===== src/rtl/list_walker.sv =====
// list_walker
//   Traversal controller for a linked list held in a combinational ROM. A start
//   pulse launches a walk from a head address. Each node is fetched and its
//   payload is offered on a valid/ready stream. The walk ends on the null
//   pointer (done pulse), on the hop limit (loop_err pulse), or on abort (no pulse).
//
//   Node word layout: {next[ADDR_W-1:0], payload[WIDTH-ADDR_W-1:0]}
//
// Ports
//   i_clk          rising-edge clock
//   i_rst_n        asynchronous active-low reset
//   i_start        begin a walk; sampled only while idle
//   i_head         first node address, sampled with i_start
//   i_abort        synchronous cancel, effective in any state
//   o_rom_addr     registered ROM address
//   i_rom_data     ROM word for o_rom_addr, same cycle
//   o_item_valid   payload available
//   i_item_ready   consumer accepts payload
//   o_item_data    node payload
//   o_item_index   0-based position of the item within the walk
//   o_busy         walk in progress
//   o_done         1-cycle pulse: list ended at the null pointer
//   o_loop_err     1-cycle pulse: hop limit reached without the null pointer

module list_walker #(
  parameter int unsigned       WIDTH    = 8,
  parameter int unsigned       ADDR_W   = 4,
  parameter logic [ADDR_W-1:0] NULL_PTR = 4'hF,
  parameter int unsigned       MAX_HOPS = 16
) (
  input  logic                    i_clk,
  input  logic                    i_rst_n,
  input  logic                    i_start,
  input  logic [ADDR_W-1:0]       i_head,
  input  logic                    i_abort,
  output logic [ADDR_W-1:0]       o_rom_addr,
  input  logic [WIDTH-1:0]        i_rom_data,
  output logic                    o_item_valid,
  input  logic                    i_item_ready,
  output logic [WIDTH-ADDR_W-1:0] o_item_data,
  output logic [ADDR_W-1:0]       o_item_index,
  output logic                    o_busy,
  output logic                    o_done,
  output logic                    o_loop_err
);

  localparam int unsigned       PayW    = WIDTH - ADDR_W;
  // Index of the last item a walk may emit before the loop guard trips.
  localparam logic [ADDR_W-1:0] LastIdx = ADDR_W'(MAX_HOPS - 1);

  typedef enum logic [1:0] {
    StIdle,
    StFetch,
    StEmit
  } state_e;

  state_e            r_state;
  logic [ADDR_W-1:0] r_rom_addr;
  logic [ADDR_W-1:0] r_next_ptr;
  logic              r_item_valid;
  logic [PayW-1:0]   r_item_data;
  logic [ADDR_W-1:0] r_item_index;
  logic              r_done;
  logic              r_loop_err;

  state_e            w_state;
  logic [ADDR_W-1:0] w_rom_addr;
  logic [ADDR_W-1:0] w_next_ptr;
  logic              w_item_valid;
  logic [PayW-1:0]   w_item_data;
  logic [ADDR_W-1:0] w_item_index;
  logic              w_done;
  logic              w_loop_err;
  logic              w_handshake;

  assign w_handshake = r_item_valid & i_item_ready;

  always_ff @(posedge i_clk or negedge i_rst_n) begin
    if (!i_rst_n) begin
      r_state      <= StIdle;
      r_rom_addr   <= '0;
      r_next_ptr   <= '0;
      r_item_valid <= 1'b0;
      r_item_data  <= '0;
      r_item_index <= '0;
      r_done       <= 1'b0;
      r_loop_err   <= 1'b0;
    end else begin
      r_state      <= w_state;
      r_rom_addr   <= w_rom_addr;
      r_next_ptr   <= w_next_ptr;
      r_item_valid <= w_item_valid;
      r_item_data  <= w_item_data;
      r_item_index <= w_item_index;
      r_done       <= w_done;
      r_loop_err   <= w_loop_err;
    end
  end

  always_comb begin
    w_state      = r_state;
    w_rom_addr   = r_rom_addr;
    w_next_ptr   = r_next_ptr;
    w_item_valid = r_item_valid;
    w_item_data  = r_item_data;
    w_item_index = r_item_index;
    w_done       = 1'b0;
    w_loop_err   = 1'b0;

    if (i_abort) begin
      // Abort overrides everything, including a start in idle and a
      // coincident handshake; no completion pulse is raised.
      w_state      = StIdle;
      w_item_valid = 1'b0;
    end else begin
      unique case (r_state)
        StIdle: begin
          if (i_start) begin
            if (i_head == NULL_PTR) begin
              // Empty list: report completion without emitting anything.
              w_done = 1'b1;
            end else begin
              w_rom_addr   = i_head;
              w_item_index = '0;
              w_state      = StFetch;
            end
          end
        end

        StFetch: begin
          w_item_data  = i_rom_data[PayW-1:0];
          w_next_ptr   = i_rom_data[WIDTH-1 -: ADDR_W];
          w_item_valid = 1'b1;
          w_state      = StEmit;
        end

        StEmit: begin
          if (w_handshake) begin
            w_item_valid = 1'b0;
            if (r_next_ptr == NULL_PTR) begin
              w_done  = 1'b1;
              w_state = StIdle;
            end else if (r_item_index == LastIdx) begin
              // Hop guard: catches self-loops and longer cycles.
              w_loop_err = 1'b1;
              w_state    = StIdle;
            end else begin
              w_rom_addr   = r_next_ptr;
              w_item_index = r_item_index + 1'b1;
              w_state      = StFetch;
            end
          end
        end

        default: begin
          w_state      = StIdle;
          w_item_valid = 1'b0;
        end
      endcase
    end
  end

  assign o_rom_addr   = r_rom_addr;
  assign o_item_valid = r_item_valid;
  assign o_item_data  = r_item_data;
  assign o_item_index = r_item_index;
  assign o_busy       = (r_state != StIdle);
  assign o_done       = r_done;
  assign o_loop_err   = r_loop_err;

endmodule


===== config.mk =====
export PLATFORM = sky130hd
export DESIGN_NAME = list_walker
export DESIGN_NICKNAME = d
export VERILOG_FILES = /design/src/rtl/list_walker.sv
export SDC_FILE = /design/constraint.sdc
export NUM_CORES = 1
export LEC_CHECK = 0
export CAP_MARGIN = 20
export CORE_MARGIN = 2
export CORE_UTILIZATION = 39
export DETAILED_ROUTE_END_ITERATION = 7
export GPL_ROUTABILITY_DRIVEN = 0
export PLACE_DENSITY = 0.78
export SYNTH_ARGS = -nofsm -noshare
export SYNTH_HDL_FRONTEND = slang
export SYNTH_SLANG_ARGS = --single-unit

===== constraint.sdc =====
create_clock -name i_clk -period 1.7 [get_ports i_clk]
set_input_delay 0.255 -clock i_clk [delete_from_list [all_inputs] [get_ports i_clk]]
set_output_delay 0.255 -clock i_clk [all_outputs]
set_load 0.05 [all_outputs]

==> qor.yml, run 1 <==
cts_root_buf: "clkbuf_4"
ant_nets: 0
end_kind: "register"
cp_max_fo: 5
synthesis.nets: 92
num_rows: 18
ys_warn_count: 0
ioPinCount: 33
vias: 780
drt-initial-drc-count: 7
globalRouteOverflowTotal: 0
fillCellCount: 191
holdWs_ns: 0.286
fin_crit_ns: 1.65
seq_power_share_pct: 43.3
grt_pass1_vias: 738
avgViaCountPerCell: 5.06
dieArea_sq_um: 2890
hold_violations: 0
initial_utilization_pct: 40.1
hold_buffers: 0
grt_usage_pct: 16.6
synthFlopType: "dfrtp_1"
place_ws_ns: -0.361
clockBufferDepth: 2
portBuffers: 32
skew_ns: 0.00445
path_class: "register to register"
yosysTopAreaCellShare_pct: 54.3
post_dp_cell_area_sq_um: 1380
synthArstFlopShare_pct: 100
num-nets-final: 143
swShare_pct: 38.2
avgSynthCellArea_sq_um: 13.1
dieWidth_um: 53.8
combPwrFrac_pct: 41.5
rsz0062_at_grt: "true"
synthTopCellsByArea: "dfrtp_1 (54%), mux2_2 (23%), nor2_1 (3.1%), nor4_4 (2.2%), nand3_1 (1.6%)"
cts.sinks: 21
setup_viol: 0
netlist_instances: 74
maxCapViolations: 0
final_max_slew_viol_count: 0
antenna_found_initial: 0
irDropWorstVdd_uv: 906
status: "complete, no violations"
drtPass1Iterations: 4
synth_edf_count: 0
ys_ff_latch: 21
drive_above_1_share_pct: 54.0
drc: 0
ctsHtreeMaxLevel: 1
synth_area_leader_cell: "dfrtp_1"
hp-class: "primary input to asynchronous set/reset pin"
worst_pin_slew_ns: 0.265
wl_per_cell_um: 13.6
insertion_delay_ns: 0.29
p_int_mw: 0.957
fmax_mhz: 605
cts_tree: "done"
p_sw_mw: 0.592
fin_ws_ns: 0.0478
utilization_pct: 61.2
p_leak_nw: 0.667
start_kind: "register"
cp_data_arrival_time_ns: 1.84
cts_buffers: 3
syn_to_final_growth_pct: 52.5
core_sq_um: 2410
fp.dieH_um: 53.8
path_clk_slew_ns: 0.12
grt_pass1_wl_um: 3360
cp_data_required_time_ns: 1.89
wl_um: 2100
hpwlAfterDp_um: 1570
yosysUniqueCellTypes: 22
grt_max_degree: 22
powerDensity_nw_per_um2: 1050
ys_seq_area_share_pct: 54.3
p_clk_share_pct: 15.2
syn_area_sq_um: 967
slew_headroom_pct: 82.3
period_share_pct: 97.2
diodes: 0
finalInstanceArea_sq_um: 1480
## layer usage
metal	GRT usage, %	share of wire (%)	up-vias
li1	-	-	369
met1	24.0	43	381
met2	25.6	50	28
met3	3.33	6.2	2
met4	3.85	0.62	0
met5	0	0	-
## cell usage in the layout, fill, tap and decap left out, types with 2 or more instances in the layout
cell,instances
buf_4,29
dfrtp_1,20
mux2_2,16
clkdlybuf4s50_1,16
nor2_1,6
mux2_4,4
nor2_2,3
clkbuf_4,3
nand2b_4,2
nand4_1,2
nor3_1,2
nand3_1,2
## logic make-up (layout without fill, tap and decap cells)
family | after synthesis | after routing | synth area share [%]
simple gates | 24 | 24 | 14.7
flops | 21 | 21 | 54.3
mux | 20 | 20 | 23.3
compound gates | 4 | 4 | 3.36
xor+xnor | 2 | 2 | 1.81
buf+inv | 2 | 52 | 1.16
fa+ha+maj | 1 | 1 | 1.29
## synthesized netlist by cell type, types with 2 or more instances
master	number
mux2_2	20
nand3_1	3
nand4_1	2
or2_2	2
nand2b_1	2
nor2_1	8
dfrtp_1	21
nor3_1	2
## per-stage QoR
step,std cells,TNS [ns],power [mW]
after CTS,153,0,1.55
after global routing,154,-0.299,1.63
after global placement,148,-2.76,1.28
after detailed placement,148,-2.86,1.30
after floorplan,74,-1.81,1.06
final,154,0,1.55
## power groups by stage
stage	Combinational (mW)	Clock [mW]	Sequential, mW
after global placement	0.610	0	0.671
after global routing	0.676	0.272	0.683
final	0.643	0.236	0.670
after detailed placement	0.622	0	0.676
after CTS	0.639	0.243	0.669
after floorplan	0.156	0	0.902
## worst max-delay path, stage by stage, from the launching register on
cell and delay [ns]:
dfrtp_1 0.43, ha_2 0.22, nand3_2 0.06, nor2_2 0.05, nor4_4 0.28, buf_4 0.18, mux2_2 0.33
## layout make-up
class	instances	area, sq um	share of cell area (%)
Tap cell	30	37.5	2.54
Clock inverter	1	5.00	0.339
Clock buffer	3	22.5	1.53
Inverter	1	3.75	0.254
Multi-Input combinational cell	51	475	32.2
Sequential cell	21	527	35.7
Timing Repair Buffer	47	404	27.4
## final timing paths
check	from	end	slack, ns	cells past startpoint
setup / recovery	o_item_index[1]$_DFFE_PN0P_	o_rom_addr[1]$_DFFE_PN0P_	0.05	6
min in group i_clk	o_item_data[1]$_DFFE_PN0P_	o_item_data[1]$_DFFE_PN0P_	0.53	1
setup reg to reg	o_item_index[1]$_DFFE_PN0P_	o_rom_addr[1]$_DFFE_PN0P_	0.05	6
max in group asynchronous	i_rst_n	o_item_valid$_DFFE_PN0P_	1.19	2
hold reg to reg	o_item_data[1]$_DFFE_PN0P_	o_item_data[1]$_DFFE_PN0P_	0.53	1
hold / removal	i_rst_n	r_next_ptr[2]$_DFFE_PN0P_	0.29	2
## flip-flops by register name, indices dropped and copies added (netlist names)
register and count:
r_state 2, o_item_index 4, o_loop_err 1, o_item_data 4, o_item_valid 1, o_rom_addr 4, r_next_ptr 4, o_done 1
## repair_timing
action,CTS,global route
setup endpoints to repair,9,9
buffers inserted,1,1
pin swaps,2,2
gates resized for setup,7,7
gates cloned,0,0
No activity file was read; power rests on OpenSTA's default activity.
==> inputs of run 2 (changes only) <==
--- a/config.mk
+++ b/config.mk
@@ -10,7 +10,9 @@
 export CORE_UTILIZATION = 39
 export DETAILED_ROUTE_END_ITERATION = 7
 export GPL_ROUTABILITY_DRIVEN = 0
+export HOLD_SLACK_MARGIN = 0.02
 export PLACE_DENSITY = 0.78
+export SETUP_SLACK_MARGIN = 0.1
 export SYNTH_ARGS = -nofsm -noshare
 export SYNTH_HDL_FRONTEND = slang
 export SYNTH_SLANG_ARGS = --single-unit
==> run 2 against run 1 <==
Fmax up 0.63%. Via count down 0.26%. Clock skew up 0.0017 ns. Cell area up 2.6%. Global-route usage up 0.94 points. First-iteration DRC count up 14%. Total power up 2.1%. Critical endpoint is now o_busy. Highest routed layer unchanged.
==> qor.yml, run 2 (same netlist as run 1, synthesis figures left out) <==
drt-initial-drc-count: 8
powerDensity_nw_per_um2: 1040
cts_buffers: 3
fin_ws_ns: 0.0582
cp_slowest_stage_delay_ns: 0.44
p_int_mw: 0.979
hp-class: "primary input to asynchronous set/reset pin"
globalRouteOverflowTotal: 0
utilization_pct: 62.8
drive_above_1_share_pct: 54.8
finalPower_mw: 1.58
layout_commonest_cell: "buf_4"
multi_input_area_sq_um: 495
hpwlAfterDp_um: 1570
start_kind: "register"
irDropWorstVdd_uv: 924
cts_root_buf: "clkbuf_4"
mostFrequentLayoutCells: "buf_4 (30), dfrtp_1 (20), clkdlybuf4s50_1 (16)"
vias: 778
grt_pass1_vias: 737
ctsHtreeMaxLevel: 1
antenna_found_initial: 0
ant_nets: 0
maxCapViolations: 0
p_sw_mw: 0.602
end_kind: "output pin"
slew_headroom_pct: 82.6
core_sq_um: 2410
num-nets-final: 145
p_clk_share_pct: 14.8
skew_ns: 0.00616
grt_pass1_wl_um: 3530
path_clk_slew_ns: 0.12
dieArea_sq_um: 2890
seq_power_share_pct: 42.5
fp.dieH_um: 53.8
cts.sinks: 21
dieWidth_um: 53.8
drtPass1Iterations: 4
portBuffers: 32
fmax_mhz: 609
crit_top_cell: "buf_6"
syn_to_final_growth_pct: 56.5
wl_per_cell_um: 14.3
combPwrFrac_pct: 42.6
cts_tree: "done"
final_max_slew_viol_count: 0
tns_ns: 0
num_rows: 18
cp_max_fo: 4
diodes: 0
drc: 0
clockBufferDepth: 2
path_class: "register to output pin"
rsz0062_at_grt: "true"
insertion_delay_ns: 0.30
ioPinCount: 33
initial_utilization_pct: 40.1
grt_usage_pct: 17.6
fin_crit_ns: 1.64
wl_um: 2240
swShare_pct: 38.1
setup_viol: 0
status: "complete, no violations"
final-seq-area_sq_um: 527
grt_max_degree: 22
hold_violations: 0
period_share_pct: 96.6
worst_path_max_delay_cell: "dfrtp_1"
cp_data_required_time_ns: 1.44
cp_data_arrival_time_ns: 1.39
fillCellCount: 187
place_ws_ns: -0.361
avgViaCountPerCell: 4.99
path_cells: "buf_6, or2_4, buf_6, buf_8"
holdWs_ns: 0.284
worst_pin_slew_ns: 0.261
p_leak_nw: 0.693
## run 2: changes by cell type in the layout (fill, tap and decap cells not counted)
cell / before / now
mux2_4: 4 / 8
buf_6: 1 / 2
mux2_2: 16 / 12
nor2_2: 3 / 2
nor2_4: 0 / 1
buf_4: 29 / 30
## run 2: worst paths after layout
path                            cells after the start  slack [ns]                        from                           to
worst max-delay path                                4        0.06      r_state[1]$_DFFE_PN0P_                       o_busy
worst min-delay path                                2        0.28                     i_rst_n    r_next_ptr[2]$_DFFE_PN0P_
worst max register to register                      5        0.07      r_state[1]$_DFFE_PN0P_  o_item_index[0]$_DFFE_PN0P_
worst min register to register                      1        0.53  o_item_data[1]$_DFFE_PN0P_   o_item_data[1]$_DFFE_PN0P_
max in group asynchronous                           2        1.19                     i_rst_n     o_item_valid$_DFFE_PN0P_
min in group i_clk                                  1        0.53  o_item_data[1]$_DFFE_PN0P_   o_item_data[1]$_DFFE_PN0P_
## run 2: power by group through the flow
stage | Combinational, mW | Clock, mW | Sequential [mW]
final | 0.674 | 0.235 | 0.673
after global routing | 0.707 | 0.272 | 0.684
after CTS | 0.672 | 0.243 | 0.670
after detailed placement | 0.622 | 0 | 0.676
after global placement | 0.610 | 0 | 0.671
after floorplan | 0.156 | 0 | 0.902
## run 2: what timing repair did
action,in CTS,in global routing
gates cloned,0,0
hold buffers,0,0
endpoints found under the setup margin,9,9
resized for setup,20,0
pin swaps,4,0
buffers inserted,3,1
## run 2: metal layers
metal / GRT usage [%] / part of all wire, %
met2: 27.2 / 49
met3: 3.33 / 4.8
met5: 0 / 0
met1: 25.4 / 45
met4: 3.85 / 0.58
## run 2: stage by stage
step	cells	cell area (sq um)
final	156	1510
after detailed placement	148	1380
after floorplan	74	968
after global routing	156	1510
after global placement	148	1380
after CTS	155	1510
## run 2: layout make-up
type                       count  share of cell area, %
clock inverter                 1                  0.331
clock buffer                   3                   1.49
sequential                    21                   34.8
inverter                       1                  0.248
multi-input combinational     51                   32.7
tap                           30                   2.48
timing repair buffer          49                   27.9
## run 2: critical path, delay by kind of cell (launching register included)
family | cells | cell delay (ns)
buffers and inverters | 3 | 0.41
flip-flops | 1 | 0.44
AND/OR/NAND/NOR | 1 | 0.24
